`src/rtl/raster_coord_tagger_if.sv`:
```
// Pixel stream bundle between a raw pixel source and raster_coord_tagger:
// raw pixels and error clear in, tagged pixels and frame status out.
interface raster_coord_tagger_if #(
    parameter int DATA_WIDTH = 8
);
    logic [DATA_WIDTH-1:0] data_i;
    logic                  valid_i;
    logic                  sof_i;
    logic                  err_clear_i;
    logic [DATA_WIDTH-1:0] data_o;
    logic [15:0]           col_o;
    logic [15:0]           row_o;
    logic                  valid_o;
    logic                  frame_done_o;
    logic [15:0]           frame_count_o;
    logic                  short_frame_err_o;
    logic                  overrun_err_o;

    modport master (
        output data_i, valid_i, sof_i, err_clear_i,
        input  data_o, col_o, row_o, valid_o, frame_done_o, frame_count_o,
               short_frame_err_o, overrun_err_o
    );

    modport slave (
        input  data_i, valid_i, sof_i, err_clear_i,
        output data_o, col_o, row_o, valid_o, frame_done_o, frame_count_o,
               short_frame_err_o, overrun_err_o
    );
endinterface

```
`src/rtl/raster_coord_tagger.sv`:
```
// Tags each accepted pixel of a push-only stream with its raster column/row,
// flags framing errors and counts completed frames.
module raster_coord_tagger #(
    parameter int DATA_WIDTH   = 0,
    parameter int IMAGE_WIDTH  = 0,
    parameter int IMAGE_HEIGHT = 0
) (
    input  logic                  clk_i,
    input  logic                  rst_i,
    raster_coord_tagger_if.slave  bus
);
    typedef enum logic [0:0] {WAIT_SOF, ACTIVE} state_t;

    localparam logic [15:0] COL_LAST = 16'(IMAGE_WIDTH - 1);
    localparam logic [15:0] ROW_LAST = 16'(IMAGE_HEIGHT - 1);

    state_t                state_q, state_d;
    logic [15:0]           col_q, row_q, col_d, row_d;
    logic [15:0]           pos_col, pos_row;
    logic                  emit, done, set_short, set_overrun;

    logic [DATA_WIDTH-1:0] data_q;
    logic [15:0]           col_out, row_out, count_q;
    logic                  valid_q, done_q, short_q, overrun_q;

    // A sof pixel always lands at (0,0); the following position is derived from
    // whatever position was just emitted, so restart and normal flow share one path.
    always_comb begin
        state_d     = state_q;
        col_d       = col_q;
        row_d       = row_q;
        pos_col     = col_q;
        pos_row     = row_q;
        emit        = 1'b0;
        done        = 1'b0;
        set_short   = 1'b0;
        set_overrun = 1'b0;

        if (bus.valid_i) begin
            if (bus.sof_i) begin
                emit      = 1'b1;
                pos_col   = 16'd0;
                pos_row   = 16'd0;
                set_short = (state_q == ACTIVE);
            end else if (state_q == ACTIVE) begin
                emit = 1'b1;
            end else begin
                set_overrun = 1'b1;
            end
        end

        if (emit) begin
            if (pos_col == COL_LAST) begin
                col_d = 16'd0;
                if (pos_row == ROW_LAST) begin
                    done    = 1'b1;
                    row_d   = 16'd0;
                    state_d = WAIT_SOF;
                end else begin
                    row_d   = pos_row + 16'd1;
                    state_d = ACTIVE;
                end
            end else begin
                col_d   = pos_col + 16'd1;
                row_d   = pos_row;
                state_d = ACTIVE;
            end
        end
    end

    always_ff @(posedge clk_i) begin
        if (rst_i) begin
            state_q <= WAIT_SOF;
            col_q   <= 16'd0;
            row_q   <= 16'd0;
        end else begin
            state_q <= state_d;
            col_q   <= col_d;
            row_q   <= row_d;
        end
    end

    // Sticky flags: a new error in the clearing cycle takes priority over the clear.
    always_ff @(posedge clk_i) begin
        if (rst_i) begin
            data_q    <= '0;
            col_out   <= 16'd0;
            row_out   <= 16'd0;
            valid_q   <= 1'b0;
            done_q    <= 1'b0;
            count_q   <= 16'd0;
            short_q   <= 1'b0;
            overrun_q <= 1'b0;
        end else begin
            valid_q <= emit;
            done_q  <= done;
            if (emit) begin
                data_q  <= bus.data_i;
                col_out <= pos_col;
                row_out <= pos_row;
            end
            if (done) begin
                count_q <= count_q + 16'd1;
            end
            short_q   <= set_short   | (short_q   & ~bus.err_clear_i);
            overrun_q <= set_overrun | (overrun_q & ~bus.err_clear_i);
        end
    end

    assign bus.data_o            = data_q;
    assign bus.col_o             = col_out;
    assign bus.row_o             = row_out;
    assign bus.valid_o           = valid_q;
    assign bus.frame_done_o      = done_q;
    assign bus.frame_count_o     = count_q;
    assign bus.short_frame_err_o = short_q;
    assign bus.overrun_err_o     = overrun_q;
endmodule

```
`src/flat_wrapper.sv`:
```
// flat-port wrapper written by rule: the top's interface ports become plain ports
module raster_coord_tagger_flat 
#(
    parameter int DATA_WIDTH   = 0,
    parameter int IMAGE_WIDTH  = 0,
    parameter int IMAGE_HEIGHT = 0
)
  (clk_i, rst_i, bus_data_i, bus_valid_i, bus_sof_i, bus_err_clear_i, bus_data_o, bus_col_o, bus_row_o, bus_valid_o, bus_frame_done_o, bus_frame_count_o, bus_short_frame_err_o, bus_overrun_err_o);
  raster_coord_tagger_if #(.DATA_WIDTH(DATA_WIDTH)) bus_i ();
  input  logic clk_i;
  input  logic rst_i;
  input wire logic [$bits(bus_i.data_i)-1:0] bus_data_i;
  input wire logic [$bits(bus_i.valid_i)-1:0] bus_valid_i;
  input wire logic [$bits(bus_i.sof_i)-1:0] bus_sof_i;
  input wire logic [$bits(bus_i.err_clear_i)-1:0] bus_err_clear_i;
  output wire logic [$bits(bus_i.data_o)-1:0] bus_data_o;
  output wire logic [$bits(bus_i.col_o)-1:0] bus_col_o;
  output wire logic [$bits(bus_i.row_o)-1:0] bus_row_o;
  output wire logic [$bits(bus_i.valid_o)-1:0] bus_valid_o;
  output wire logic [$bits(bus_i.frame_done_o)-1:0] bus_frame_done_o;
  output wire logic [$bits(bus_i.frame_count_o)-1:0] bus_frame_count_o;
  output wire logic [$bits(bus_i.short_frame_err_o)-1:0] bus_short_frame_err_o;
  output wire logic [$bits(bus_i.overrun_err_o)-1:0] bus_overrun_err_o;
  assign bus_i.data_i = bus_data_i;
  assign bus_i.valid_i = bus_valid_i;
  assign bus_i.sof_i = bus_sof_i;
  assign bus_i.err_clear_i = bus_err_clear_i;
  assign bus_data_o = bus_i.data_o;
  assign bus_col_o = bus_i.col_o;
  assign bus_row_o = bus_i.row_o;
  assign bus_valid_o = bus_i.valid_o;
  assign bus_frame_done_o = bus_i.frame_done_o;
  assign bus_frame_count_o = bus_i.frame_count_o;
  assign bus_short_frame_err_o = bus_i.short_frame_err_o;
  assign bus_overrun_err_o = bus_i.overrun_err_o;
  raster_coord_tagger #(.DATA_WIDTH(DATA_WIDTH), .IMAGE_WIDTH(IMAGE_WIDTH), .IMAGE_HEIGHT(IMAGE_HEIGHT)) u_core (.clk_i(clk_i), .rst_i(rst_i), .bus(bus_i));
endmodule
```
`config.mk`:
```
export PLATFORM = sky130hd
export DESIGN_NAME = raster_coord_tagger_flat
export DESIGN_NICKNAME = d
export VERILOG_FILES = /design/src/rtl/raster_coord_tagger_if.sv /design/src/rtl/raster_coord_tagger.sv /design/src/flat_wrapper.sv
export SDC_FILE = /design/constraint.sdc
export NUM_CORES = 1
export LEC_CHECK = 0
export ABC_AREA = 0
export BUFFER_PORTS_ARGS = -buffer_cell sky130_fd_sc_hd__buf_4
export CAP_MARGIN = 5
export CORE_MARGIN = 2
export CORE_UTILIZATION = 45
export DETAILED_ROUTE_END_ITERATION = 10
export PLACE_DENSITY = 0.65
export SYNTH_ARGS = -nofsm -noshare
export SYNTH_HDL_FRONTEND = slang
export SYNTH_SLANG_ARGS = --single-unit
```
`constraint.sdc`:
```
create_clock -name clk_i -period 4.6 [get_ports clk_i]
set_input_delay 0.46 -clock clk_i [delete_from_list [all_inputs] [get_ports clk_i]]
set_output_delay 0.46 -clock clk_i [all_outputs]
set_load 0.05 [all_outputs]
```
==> implementation parameters <==
Parameter                              Value

CTS
  Buffer count from post-CTS setup fixing    0
  Post-CTS Hold Buffers    0
  TritonCTS Buffers    9
  CTS sink count    87
  CTS H-tree depth    3
  Clk slew on worst S/H paths    0.09 ns
  Maximum root-to-sink buffer count    2
  Clock network latency to the later pin of the worst-skew pair    0.36 ns
  Clock tree from TritonCTS    yes
  Root Buffer    sky130_fd_sc_hd__clkbuf_8
  Cells resized by post-CTS repair    0

Critical path
  CP Data Arrival Time    3.06 ns
  Critical path origin    u_core.row_q[2]
  Startpoint of the lowest-slack register-to-register path    u_core.row_q[2]
  FF-to-FF path depth    6
  Worst endpoint required time    4.88 ns
  Category of the worst setup path capture point    flip-flop
  Critical path type    reg -> reg
  Kind of launch point of the worst setup path    flip-flop
  Peak fanout along the critical path    15

Hold path
  Cell count of the worst hold path    3
  Min-delay worst type    in -> reg
  Start point of the worst min-delay path    bus_data_i[0]

Synthesis
  Ys flop type    sky130_fd_sc_hd__dfxtp_1
  Portion of the post-synthesis area used by sequential elements    0.425
  Top cells by area in the synthesized netlist    sky130_fd_sc_hd__dfxtp_1 42%, sky130_fd_sc_hd__a21oi_1 8.7%, sky130_fd_sc_hd__nand2_1 6.7%, sky130_fd_sc_hd__nand3_1 6.2%, sky130_fd_sc_hd__o21ai_0 2.9%
  Netlist area before placement    4100 um^2
  Most common cell in the netlist    sky130_fd_sc_hd__dfxtp_1
  Average cell area after synthesis    7.93 um^2
  Synth cell types    56
  Count of flip-flops with a built-in enable after synthesis    0
  Proportion of synthesized flip-flops having asynchronous set or reset    0
  Synthesized Nets    527
  Leading area contributor after synthesis    sky130_fd_sc_hd__dfxtp_1
  Ys Warns    0
  Fraction of post-synthesis cell area in the top cell type by area    0.425
  Instance count of the mapped netlist    517
  Yosys reg bits    87
  Most used standard cells in the synthesized netlist    87 x sky130_fd_sc_hd__dfxtp_1, 73 x sky130_fd_sc_hd__nand2_1, 71 x sky130_fd_sc_hd__a21oi_1, 51 x sky130_fd_sc_hd__nand3_1, 31 x sky130_fd_sc_hd__nor2_1

GRT
  Largest net degree at the start of global routing    86
  Total congestion overflow after global routing    0
  Initial antenna violation count    0
  Via count of the first global-routing pass    3650
  Wire length of the first global-routing pass    17900 um
  Global Route Usage Sum    0.220

Die
  Die outline area    9890 um^2
  Boundary pin count    61
  Die Y-Extent    99.5 um
  Area inside the core boundary    8760 um^2
  Initial standard-cell utilization of the core    0.468
  # rows    34
  Die X    99.5 um

STA
  Final setup skew    0.00893 ns
  Slew at the pin closest to its max-slew limit    0.979 ns
  Max-Slew Margin vs Limit    0.342
  Fin crit share    0.605
  Final critical path time including I/O delays and setup    2.78 ns
  Number of max-slew violations in the final report    0
  Final Hold Viols    0
  Max Fclk    359 MHz
  Setup repair after global routing missed its margin    no
  Final number of setup-violating endpoints    0
  Setup Total Neg Slack    0 ns

Finish
  Number of antenna repair diodes    0
  Number of nets at the end of the flow    567
  Fraction of final layout cells with drive strength greater than 1    0.164
  Final standard cell area without fillers    4740 um^2
  Area Overhead vs Synth    15.7%

Detailed routing
  Detailed-router iteration count before antenna repair    5
  Average via count per standard cell    5.88
  Iter 0 DRT Violations    240
  Wire length after detailed routing    10700 um
  Post-route ant nets    0
  Final routed DRC violation total    0
  Detailed-route wire length per cell    15.9 um
  Vias    3934

Placed design
  Number of port buffers    60
  Post-Place Cell Area    4570 um^2
  Detailed placement HPWL    6810 um
  Final GP Congestion    0.831

Pwr
  Leakage component of the power    0.00166 uW
  Max VDD drop    0.168 mV
  Cell Pwr Density    283 nW/um^2
  Pwr Total    1340 uW

Job
  Total of max-cap violations    0

Status
  Outcome    complete, no violations
worst max-delay path, stage by stage, from the launching register on:
cell and delay [ns]:
sky130_fd_sc_hd__dfxtp_1 0.57, sky130_fd_sc_hd__nand2_1 0.18, sky130_fd_sc_hd__nor4_4 0.50, sky130_fd_sc_hd__and4_1 0.67
sky130_fd_sc_hd__nand2_4 0.15, sky130_fd_sc_hd__or4_1 0.49, sky130_fd_sc_hd__a21oi_1 0.15
where the power goes:
group | internal (uW) | total, uW | switching [uW]
Clock | 223 | 496 | 273
Sequential | 756 | 759 | 3.08
Combinational | 19.2 | 86.7 | 67.4
Total | 998 | 1340 | 344
sequential cells by signal, summed over array words and instances (netlist names):
signal,count
u_core.bus.col_o,16
u_core.bus.data_o,1
u_core.bus.data_o[-1],1
u_core.bus.frame_count_o,16
u_core.bus.frame_done_o,1
u_core.bus.overrun_err_o,1
u_core.bus.row_o,16
u_core.bus.short_frame_err_o,1
u_core.bus.valid_o,1
u_core.col_q,16
u_core.row_q,16
u_core.state_q,1
layout by cell type (no fill, tap or decap), types with 2 or more instances in the layout:
cell type,n
sky130_fd_sc_hd__xor2_1,11
sky130_fd_sc_hd__nand4_1,16
sky130_fd_sc_hd__o22ai_1,2
sky130_fd_sc_hd__or3b_2,2
sky130_fd_sc_hd__nor4_4,2
sky130_fd_sc_hd__o21ai_0,23
sky130_fd_sc_hd__nand3_1,51
sky130_fd_sc_hd__nor4_1,6
sky130_fd_sc_hd__clkbuf_8,11
sky130_fd_sc_hd__nand2_1,73
sky130_fd_sc_hd__a311oi_1,2
sky130_fd_sc_hd__nor3b_1,2
sky130_fd_sc_hd__a31oi_1,4
sky130_fd_sc_hd__clkinv_2,2
sky130_fd_sc_hd__and2_1,10
sky130_fd_sc_hd__a21oi_1,71
sky130_fd_sc_hd__o31ai_1,5
sky130_fd_sc_hd__nand4b_1,3
sky130_fd_sc_hd__and3_1,9
sky130_fd_sc_hd__or3_1,8
sky130_fd_sc_hd__nor2_1,31
sky130_fd_sc_hd__a32oi_1,2
sky130_fd_sc_hd__a22oi_1,5
sky130_fd_sc_hd__ha_1,3
sky130_fd_sc_hd__and4_1,5
sky130_fd_sc_hd__a211oi_1,2
sky130_fd_sc_hd__nor2b_1,2
sky130_fd_sc_hd__or4_1,7
sky130_fd_sc_hd__dfxtp_1,87
sky130_fd_sc_hd__nor3_1,8
sky130_fd_sc_hd__inv_1,6
sky130_fd_sc_hd__buf_4,65
area by class of cell:
class                   count  area, um^2
fillers                   871        4020
multi-input cells         388        2180
flip-flops and latches     87        1740
repair buffers             65         488
clock buffers              12         155
well taps                 108         135
inverters                   6        22.5
clock inverters             3        18.8
layer usage:
layer / vias to the layer above / part of all wire / track usage / routed length [um]
met5: - / 0 / 0 / 0
met3: 9 / 0.051 / 0.0457 / 544
met1: 1850 / 0.49 / 0.314 / 5220
met4: 0 / 0.011 / 0.0674 / 121
met2: 127 / 0.45 / 0.337 / 4780
li1: 1948 / - / - / -
through the flow:
stage                      util  std cells  worst slack [ns]  hold WS (ns)
after floorplan               -        517              1.43         0.436
after global placement    0.522        654              1.70         0.440
after detailed placement  0.522        654              1.56         0.446
after CTS                 0.541        669              1.87         0.341
after global routing      0.541        669              1.61         0.370
final                     0.541        669              1.82         0.350
cells by family (layout without fill, tap and decap cells):
logic type / count (synthesis) / after routing / share of synthesized area
adder cells (fa/ha/maj): 3 / 3 / 0.00916
flip-flops: 87 / 87 / 0.425
AO/OA/AOI/OAI: 130 / 130 / 0.182
AND/OR/NAND/NOR: 243 / 243 / 0.312
buffers and inverters: 42 / 86 / 0.0455
XOR/XNOR: 12 / 12 / 0.0256
path summary, 6_finish.rpt:
kind / to / slack [ns]
max: u_core.bus.frame_count_o[14] / 1.82
min reg2reg: u_core.bus.col_o[9] / 0.45
min: u_core.bus.data_o[0] / 0.35
max reg2reg: u_core.bus.frame_count_o[14] / 1.82
No activity file was read; power rests on OpenSTA's default activity.
